### src/rtl/id_ctrl_pkg.sv
// Shared encodings and the registered control word for the ID/EX control stage.
package id_ctrl_pkg;

    localparam logic [3:0] ALU_ADDU = 4'h0;
    localparam logic [3:0] ALU_SUBU = 4'h1;
    localparam logic [3:0] ALU_AND  = 4'h2;
    localparam logic [3:0] ALU_OR   = 4'h3;
    localparam logic [3:0] ALU_XOR  = 4'h4;
    localparam logic [3:0] ALU_NOR  = 4'h5;
    localparam logic [3:0] ALU_SLT  = 4'h6;
    localparam logic [3:0] ALU_SLTU = 4'h7;
    localparam logic [3:0] ALU_SLL  = 4'h8;
    localparam logic [3:0] ALU_SRL  = 4'h9;
    localparam logic [3:0] ALU_SRA  = 4'hA;
    localparam logic [3:0] ALU_LUI  = 4'hB;

    localparam logic [5:0] OP_RTYPE = 6'h00;
    localparam logic [5:0] OP_J     = 6'h02;
    localparam logic [5:0] OP_JAL   = 6'h03;
    localparam logic [5:0] OP_BEQ   = 6'h04;
    localparam logic [5:0] OP_BNE   = 6'h05;
    localparam logic [5:0] OP_ADDIU = 6'h09;
    localparam logic [5:0] OP_SLTI  = 6'h0A;
    localparam logic [5:0] OP_SLTIU = 6'h0B;
    localparam logic [5:0] OP_ANDI  = 6'h0C;
    localparam logic [5:0] OP_ORI   = 6'h0D;
    localparam logic [5:0] OP_XORI  = 6'h0E;
    localparam logic [5:0] OP_LUI   = 6'h0F;
    localparam logic [5:0] OP_LW    = 6'h23;
    localparam logic [5:0] OP_SW    = 6'h2B;

    localparam logic [5:0] FN_SLL  = 6'h00;
    localparam logic [5:0] FN_SRL  = 6'h02;
    localparam logic [5:0] FN_SRA  = 6'h03;
    localparam logic [5:0] FN_JR   = 6'h08;
    localparam logic [5:0] FN_ADDU = 6'h21;
    localparam logic [5:0] FN_SUBU = 6'h23;
    localparam logic [5:0] FN_AND  = 6'h24;
    localparam logic [5:0] FN_OR   = 6'h25;
    localparam logic [5:0] FN_XOR  = 6'h26;
    localparam logic [5:0] FN_NOR  = 6'h27;
    localparam logic [5:0] FN_SLT  = 6'h2A;
    localparam logic [5:0] FN_SLTU = 6'h2B;

    localparam logic [1:0] RD_RT = 2'd0;
    localparam logic [1:0] RD_RD = 2'd1;
    localparam logic [1:0] RD_RA = 2'd2;

    localparam logic [1:0] BR_NONE = 2'd0;
    localparam logic [1:0] BR_BEQ  = 2'd1;
    localparam logic [1:0] BR_BNE  = 2'd2;

    localparam logic [1:0] JMP_NONE = 2'd0;
    localparam logic [1:0] JMP_J    = 2'd1;
    localparam logic [1:0] JMP_JR   = 2'd2;

    typedef struct packed {
        logic [3:0] alu_op;
        logic       alu_src;
        logic       ext_op;
        logic       reg_write;
        logic [1:0] reg_dst;
        logic       mem_read;
        logic       mem_write;
        logic [1:0] branch;
        logic [1:0] jump;
        logic [4:0] dest_reg;
    } ctrl_word_t;

    // Instructions whose rt field is a source operand rather than a destination.
    function automatic logic uses_rt(input logic [5:0] op);
        return (op == OP_RTYPE) || (op == OP_SW) || (op == OP_BEQ) || (op == OP_BNE);
    endfunction

endpackage

### src/rtl/id_ex_ctrl_stage_main_decoder.sv
// Combinational MIPS main decoder: instruction word to control word plus illegal flag.
module main_decoder
    import id_ctrl_pkg::*;
(
    input  logic [31:0] instr,
    output ctrl_word_t  ctrl,
    output logic        illegal
);

    logic [5:0] op;
    logic [5:0] funct;
    logic [4:0] rt;
    logic [4:0] rd;
    logic       unused_bits;

    assign op          = instr[31:26];
    assign funct       = instr[5:0];
    assign rt          = instr[20:16];
    assign rd          = instr[15:11];
    assign unused_bits = ^{instr[25:21], instr[10:6]};

    always_comb begin
        ctrl    = '0;
        illegal = 1'b0;
        case (op)
            OP_RTYPE: begin
                ctrl.reg_write = 1'b1;
                ctrl.reg_dst   = RD_RD;
                ctrl.dest_reg  = rd;
                case (funct)
                    FN_ADDU: ctrl.alu_op = ALU_ADDU;
                    FN_SUBU: ctrl.alu_op = ALU_SUBU;
                    FN_AND:  ctrl.alu_op = ALU_AND;
                    FN_OR:   ctrl.alu_op = ALU_OR;
                    FN_XOR:  ctrl.alu_op = ALU_XOR;
                    FN_NOR:  ctrl.alu_op = ALU_NOR;
                    FN_SLT:  ctrl.alu_op = ALU_SLT;
                    FN_SLTU: ctrl.alu_op = ALU_SLTU;
                    FN_SLL:  ctrl.alu_op = ALU_SLL;
                    FN_SRL:  ctrl.alu_op = ALU_SRL;
                    FN_SRA:  ctrl.alu_op = ALU_SRA;
                    FN_JR: begin
                        ctrl.reg_write = 1'b0;
                        ctrl.reg_dst   = RD_RT;
                        ctrl.dest_reg  = 5'd0;
                        ctrl.jump      = JMP_JR;
                    end
                    default: illegal = 1'b1;
                endcase
            end
            OP_ADDIU, OP_SLTI, OP_SLTIU, OP_ANDI, OP_ORI, OP_XORI, OP_LUI: begin
                ctrl.alu_src   = 1'b1;
                ctrl.reg_write = 1'b1;
                ctrl.dest_reg  = rt;
                // Logical immediates zero-extend; arithmetic/compare ones sign-extend.
                ctrl.ext_op    = (op == OP_ADDIU) || (op == OP_SLTI) || (op == OP_SLTIU);
                case (op)
                    OP_SLTI:  ctrl.alu_op = ALU_SLT;
                    OP_SLTIU: ctrl.alu_op = ALU_SLTU;
                    OP_ANDI:  ctrl.alu_op = ALU_AND;
                    OP_ORI:   ctrl.alu_op = ALU_OR;
                    OP_XORI:  ctrl.alu_op = ALU_XOR;
                    OP_LUI:   ctrl.alu_op = ALU_LUI;
                    default:  ctrl.alu_op = ALU_ADDU;
                endcase
            end
            OP_LW: begin
                ctrl.alu_op    = ALU_ADDU;
                ctrl.alu_src   = 1'b1;
                ctrl.ext_op    = 1'b1;
                ctrl.reg_write = 1'b1;
                ctrl.mem_read  = 1'b1;
                ctrl.dest_reg  = rt;
            end
            OP_SW: begin
                ctrl.alu_op    = ALU_ADDU;
                ctrl.alu_src   = 1'b1;
                ctrl.ext_op    = 1'b1;
                ctrl.mem_write = 1'b1;
            end
            OP_BEQ, OP_BNE: begin
                ctrl.alu_op = ALU_SUBU;
                ctrl.ext_op = 1'b1;
                ctrl.branch = (op == OP_BEQ) ? BR_BEQ : BR_BNE;
            end
            OP_J: ctrl.jump = JMP_J;
            OP_JAL: begin
                ctrl.jump      = JMP_J;
                ctrl.reg_write = 1'b1;
                ctrl.reg_dst   = RD_RA;
                ctrl.dest_reg  = 5'd31;
            end
            default: illegal = 1'b1;
        endcase
        if (illegal) ctrl = '0;
    end

endmodule

### src/rtl/id_ex_ctrl_stage.sv
// ID/EX control register: decodes IF/ID instruction, handshakes both sides,
// inserts one bubble on a load-use hazard and counts those bubbles.
module id_ex_ctrl_stage
    import id_ctrl_pkg::*;
#(
    parameter int PERF_W          = 16,
    parameter bit ZERO_REG_HAZARD = 1'b0
) (
    input  logic              clk,
    input  logic              rst_n,
    input  logic [31:0]       instr,
    input  logic              in_valid,
    output logic              in_ready,
    input  logic              out_ready,
    output logic              out_valid,
    input  logic              flush,
    output logic [3:0]        Alu_op,
    output logic              Alu_src,
    output logic              Ext_op,
    output logic              Reg_write,
    output logic [1:0]        Reg_dst,
    output logic              Mem_read,
    output logic              Mem_write,
    output logic [1:0]        Branch,
    output logic [1:0]        Jump,
    output logic [4:0]        Dest_reg,
    output logic              Illegal,
    output logic [PERF_W-1:0] bubble_cnt
);

    ctrl_word_t        dec_ctrl;
    ctrl_word_t        ctrl_q;
    logic              dec_illegal;
    logic              illegal_q;
    logic              valid_q;
    logic [PERF_W-1:0] cnt_q;
    logic [4:0]        rs;
    logic [4:0]        rt;
    logic              dest_live;
    logic              advance;
    logic              hazard;

    main_decoder u_dec (
        .instr   (instr),
        .ctrl    (dec_ctrl),
        .illegal (dec_illegal)
    );

    assign rs        = instr[25:21];
    assign rt        = instr[20:16];
    assign dest_live = ZERO_REG_HAZARD ? 1'b1 : (ctrl_q.dest_reg != 5'd0);
    assign advance   = ~valid_q | out_ready;
    assign hazard    = valid_q & ctrl_q.mem_read & dest_live & in_valid &
                       ((rs == ctrl_q.dest_reg) | (uses_rt(instr[31:26]) & (rt == ctrl_q.dest_reg)));
    assign in_ready  = flush | (advance & ~hazard);

    always_ff @(posedge clk or negedge rst_n) begin
        if (!rst_n) begin
            valid_q   <= 1'b0;
            ctrl_q    <= '0;
            illegal_q <= 1'b0;
            cnt_q     <= '0;
        end else if (flush) begin
            valid_q   <= 1'b0;
            ctrl_q    <= '0;
            illegal_q <= 1'b0;
        end else if (advance && hazard) begin
            // Bubble: the dependent instruction waits upstream one cycle.
            valid_q   <= 1'b0;
            ctrl_q    <= '0;
            illegal_q <= 1'b0;
            if (cnt_q != '1) cnt_q <= cnt_q + {{(PERF_W-1){1'b0}}, 1'b1};
        end else if (advance && in_valid) begin
            valid_q   <= 1'b1;
            ctrl_q    <= dec_ctrl;
            illegal_q <= dec_illegal;
        end else if (advance) begin
            valid_q   <= 1'b0;
            ctrl_q    <= '0;
            illegal_q <= 1'b0;
        end
    end

    assign out_valid  = valid_q;
    assign Alu_op     = ctrl_q.alu_op;
    assign Alu_src    = ctrl_q.alu_src;
    assign Ext_op     = ctrl_q.ext_op;
    assign Reg_write  = ctrl_q.reg_write;
    assign Reg_dst    = ctrl_q.reg_dst;
    assign Mem_read   = ctrl_q.mem_read;
    assign Mem_write  = ctrl_q.mem_write;
    assign Branch     = ctrl_q.branch;
    assign Jump       = ctrl_q.jump;
    assign Dest_reg   = ctrl_q.dest_reg;
    assign Illegal    = illegal_q;
    assign bubble_cnt = cnt_q;

endmodule

### config.mk
export PLATFORM = sky130hd
export DESIGN_NAME = id_ex_ctrl_stage
export DESIGN_NICKNAME = d
export VERILOG_FILES = /design/src/rtl/id_ctrl_pkg.sv /design/src/rtl/id_ex_ctrl_stage_main_decoder.sv /design/src/rtl/id_ex_ctrl_stage.sv
export SDC_FILE = /design/constraint.sdc
export NUM_CORES = 1
export LEC_CHECK = 0
export CORE_MARGIN = 5
export CORE_UTILIZATION = 30
export CTS_CLUSTER_SIZE = 12
export DETAILED_ROUTE_END_ITERATION = 10
export GPL_ROUTABILITY_DRIVEN = 1
export SYNTH_ARGS = -nofsm -noshare
export SYNTH_HDL_FRONTEND = slang
export SYNTH_SLANG_ARGS = --single-unit
export TNS_END_PERCENT = 1
### constraint.sdc
create_clock -name clk -period 3.9 [get_ports clk]
set_clock_uncertainty 0.05 [all_clocks]
set_input_delay 0.585 -clock clk [delete_from_list [all_inputs] [get_ports clk]]
set_output_delay 0.585 -clock clk [all_outputs]
set_load 0.02 [all_outputs]
==> results.py <==
metrics = {
    "synth": {
        "synth_cell_types": 56,
        "synth_top_area_share_pct": 39.7,
        "syn_nets": 296,
        "ys_seq_elements": 38,
        "synth_ff_type": "dfrtp_1",
        "synth_async_sr_flop_share_pct": 100,
        "synth_edf_count": 0,
        "synthesis.area_mm2": 0.00240,
        "avgSynthCellArea_um2": 9.29,
        "yosysWarningCount": 0,
        "synthTopCellsByArea": "dfrtp_1, xor2_1, nand2_1",
        "synth_top_area_cell": "dfrtp_1",
        "ys_seq_area_share_pct": 39.7,
        "synthCells": 258,
    },
    "routing": {
        "wire_per_inst_um": 15.4,
        "final_antenna_net_count": 0,
        "vias_per_cell": 5.13,
        "vias": 2196,
        "routed_wl_um": 6610,
        "first_pass_iters": 4,
        "drt_iter0_drc": 65,
        "drc_errors": 0,
    },
    "cells_and_area": {
        "largest_reg_flops": 16,
        "fin_nets": 364,
        "n_antenna_cell": 0,
        "final_layout_size_suffix_gt1_share_pct": 10.7,
        "final_common_cell": "clkdlybuf4s50_1",
        "layout_common_cells": "clkdlybuf4s50_1, dfrtp_1, nand2_1, xor2_1, nor2_1",
        "area_growth_syn_to_layout_pct": 37.2,
        "design_area_mm2": 0.00329,
    },
    "pwr": {
        "combPwrFrac_pct": 14.8,
        "power.internal_uw": 660,
        "p_seq_share_pct": 45.8,
        "leakage_nw": 1.38,
        "switchingPower_uw": 209,
        "clockPowerShare_pct": 39.4,
        "p_per_area_mw_per_mm2": 264,
        "switching_share_pct": 24.1,
        "peakVddDrop_v": 0.000184,
    },
    "setup_path": {
        "cp.arrival_ns": 2.72,
        "crit_type": "in2out",
        "reg2reg_depth": 7,
        "required_ns": 3.26,
        "critPathLaunchType": "primary input",
        "end_kind": "primary output",
        "cp_max_fo": 8,
    },
    "die": {
        "fp.dieW_um": 99.4,
        "design.die.area_mm2": 0.00987,
        "coreArea_mm2": 0.00777,
        "rows": 32,
        "die_h_um": 99.4,
        "io_pins": 76,
        "initial_core_util_pct": 30.8,
    },
    "cts": {
        "cts_buffer_depth": 2,
        "ctsResizeCount": 0,
        "ctsHoldBuffers": 0,
        "cts_tree": "done",
        "post-cts-setup-buffers": 0,
        "ctsRootBufferMaster": "clkbuf_8",
        "cts.clk_slew.worst_paths_ns": 0.07,
        "htree_levels": 2,
        "cts.sinks": 38,
        "numCtsBuffers": 5,
        "worstSkewPairLatency_ns": 0.29,
    },
    "sta": {
        "rsz0062_at_grt": "false",
        "fin_crit_ns": 3.36,
        "slew_headroom_pct": 41.7,
        "worst_pin_slew_ns": 0.875,
        "fmax_mhz": 298,
        "setup-violations-final": 0,
        "fin_tns_setup_ns": 0,
        "fin_crit_sh_pct": 86.0,
        "slew_violations": 0,
        "hold_violations": 0,
    },
    "grt": {
        "use_met1_pct": 18.3,
        "grt_overflow_total": 0,
        "grt_pass1_vias": 2255,
        "grt.met2_usage_pct": 22.9,
        "use_met3_pct": 3.51,
        "grt_max_degree": 39,
        "antenna_found_initial": 0,
        "grt_pass1_wl_um": 11300,
        "grt_util_all_layers_pct": 14.1,
        "grt.busiest_layer": "met2",
    },
    "placed_design": {
        "port_buffers": 70,
        "hpwlAfterDp_um": 4950,
        "place_congestion": 0.792,
        "dpl_cell_area_mm2": 0.00318,
    },
    "status": {
        "run_status": "finished, final reports clean",
    },
    "flow_run": {
        "max_cap_viol_count": 0,
    },
    "min_path": {
        "worst_hold_path_type": "in2async",
    },
}
## logic make-up after synthesis
group	Yosys count	synth area share (%)
multiplexers	3	1.36
AND/OR/NAND/NOR	108	25.1
adder cells (fa/ha/maj)	1	0.522
flip-flops	38	39.7
buffers and inverters	21	4.96
AO/OA/AOI/OAI	61	18.9
XOR/XNOR	26	9.50
## power groups by stage
stage | sequential (mW) | combinational, mW | clock, mW
5_1_grt | 0.399 | 0.143 | 0.370
6_report | 0.398 | 0.129 | 0.342
2_1_floorplan | 0.408 | 0.0631 | 0
3_5_place_dp | 0.406 | 0.129 | 0
4_1_cts | 0.398 | 0.130 | 0.355
3_3_place_gp | 0.406 | 0.128 | 0
## layer usage
metal	vias to the layer above	routed length [µm]
met4	0	78
met1	1037	3050
met2	71	3100
met5	-	0
li1	1080	-
met3	8	380
## critical path: stages
cell             delay, ns
clkdlybuf4s50_1       0.62
inv_1                 0.16
o21a_1                0.21
o2111a_1              0.23
a21oi_2               0.14
a21o_1                0.16
clkdlybuf4s50_1       0.61
## through the flow
stage	util, %	instances	worst slack (ns)	hold slack, ns	total power [mW]
floorplan	-	258	1.39	0.239	0.471
global placement	40.9	421	0.541	0.412	0.534
detailed placement	40.9	421	0.564	0.416	0.535
CTS	42.3	428	0.542	0.392	0.883
global route	42.3	428	0.423	0.441	0.912
finish	42.3	428	0.545	0.355	0.869
## area by class of cell
class | instances | area [µm²]
clock buffer | 6 | 82.6
clock inverter | 1 | 30.0
fill | 786 | 4480
inverter | 4 | 15.0
multi-input combinational | 199 | 1330
sequential | 38 | 951
tap | 102 | 128
timing repair buffer | 78 | 756
## Yosys cell counts (2+ instances only)
cell type / count
xor2_1: 21
a32o_1: 3
buf_6: 4
nor4_1: 5
o21ai_2: 5
nand4_1: 7
nor2b_1: 3
a22oi_1: 2
buf_2: 5
a21oi_1: 8
nor2_1: 15
inv_1: 4
nand2b_1: 5
and3_1: 4
nor3_1: 13
nor3b_1: 6
a22o_1: 4
nand3_1: 11
o21ai_1: 5
a221oi_1: 5
clkbuf_1: 6
o22ai_1: 2
nor4b_1: 2
dfrtp_1: 38
and4_1: 2
o21ai_0: 13
xnor2_1: 5
mux2_2: 2
nand2_1: 26
## path summary, 6_finish.rpt
check                             from        end  slack, ns
max                          instr[26]   in_ready       0.54
min                              rst_n  Alu_op[1]       0.36
max reg2reg                Dest_reg[1]    Jump[0]       1.65
min reg2reg                  Reg_write  Reg_write       0.43
max in group asynchronous        rst_n    Illegal       2.89
min in group clk             Reg_write  Reg_write       0.43
(Power assumes the default switching activity.)
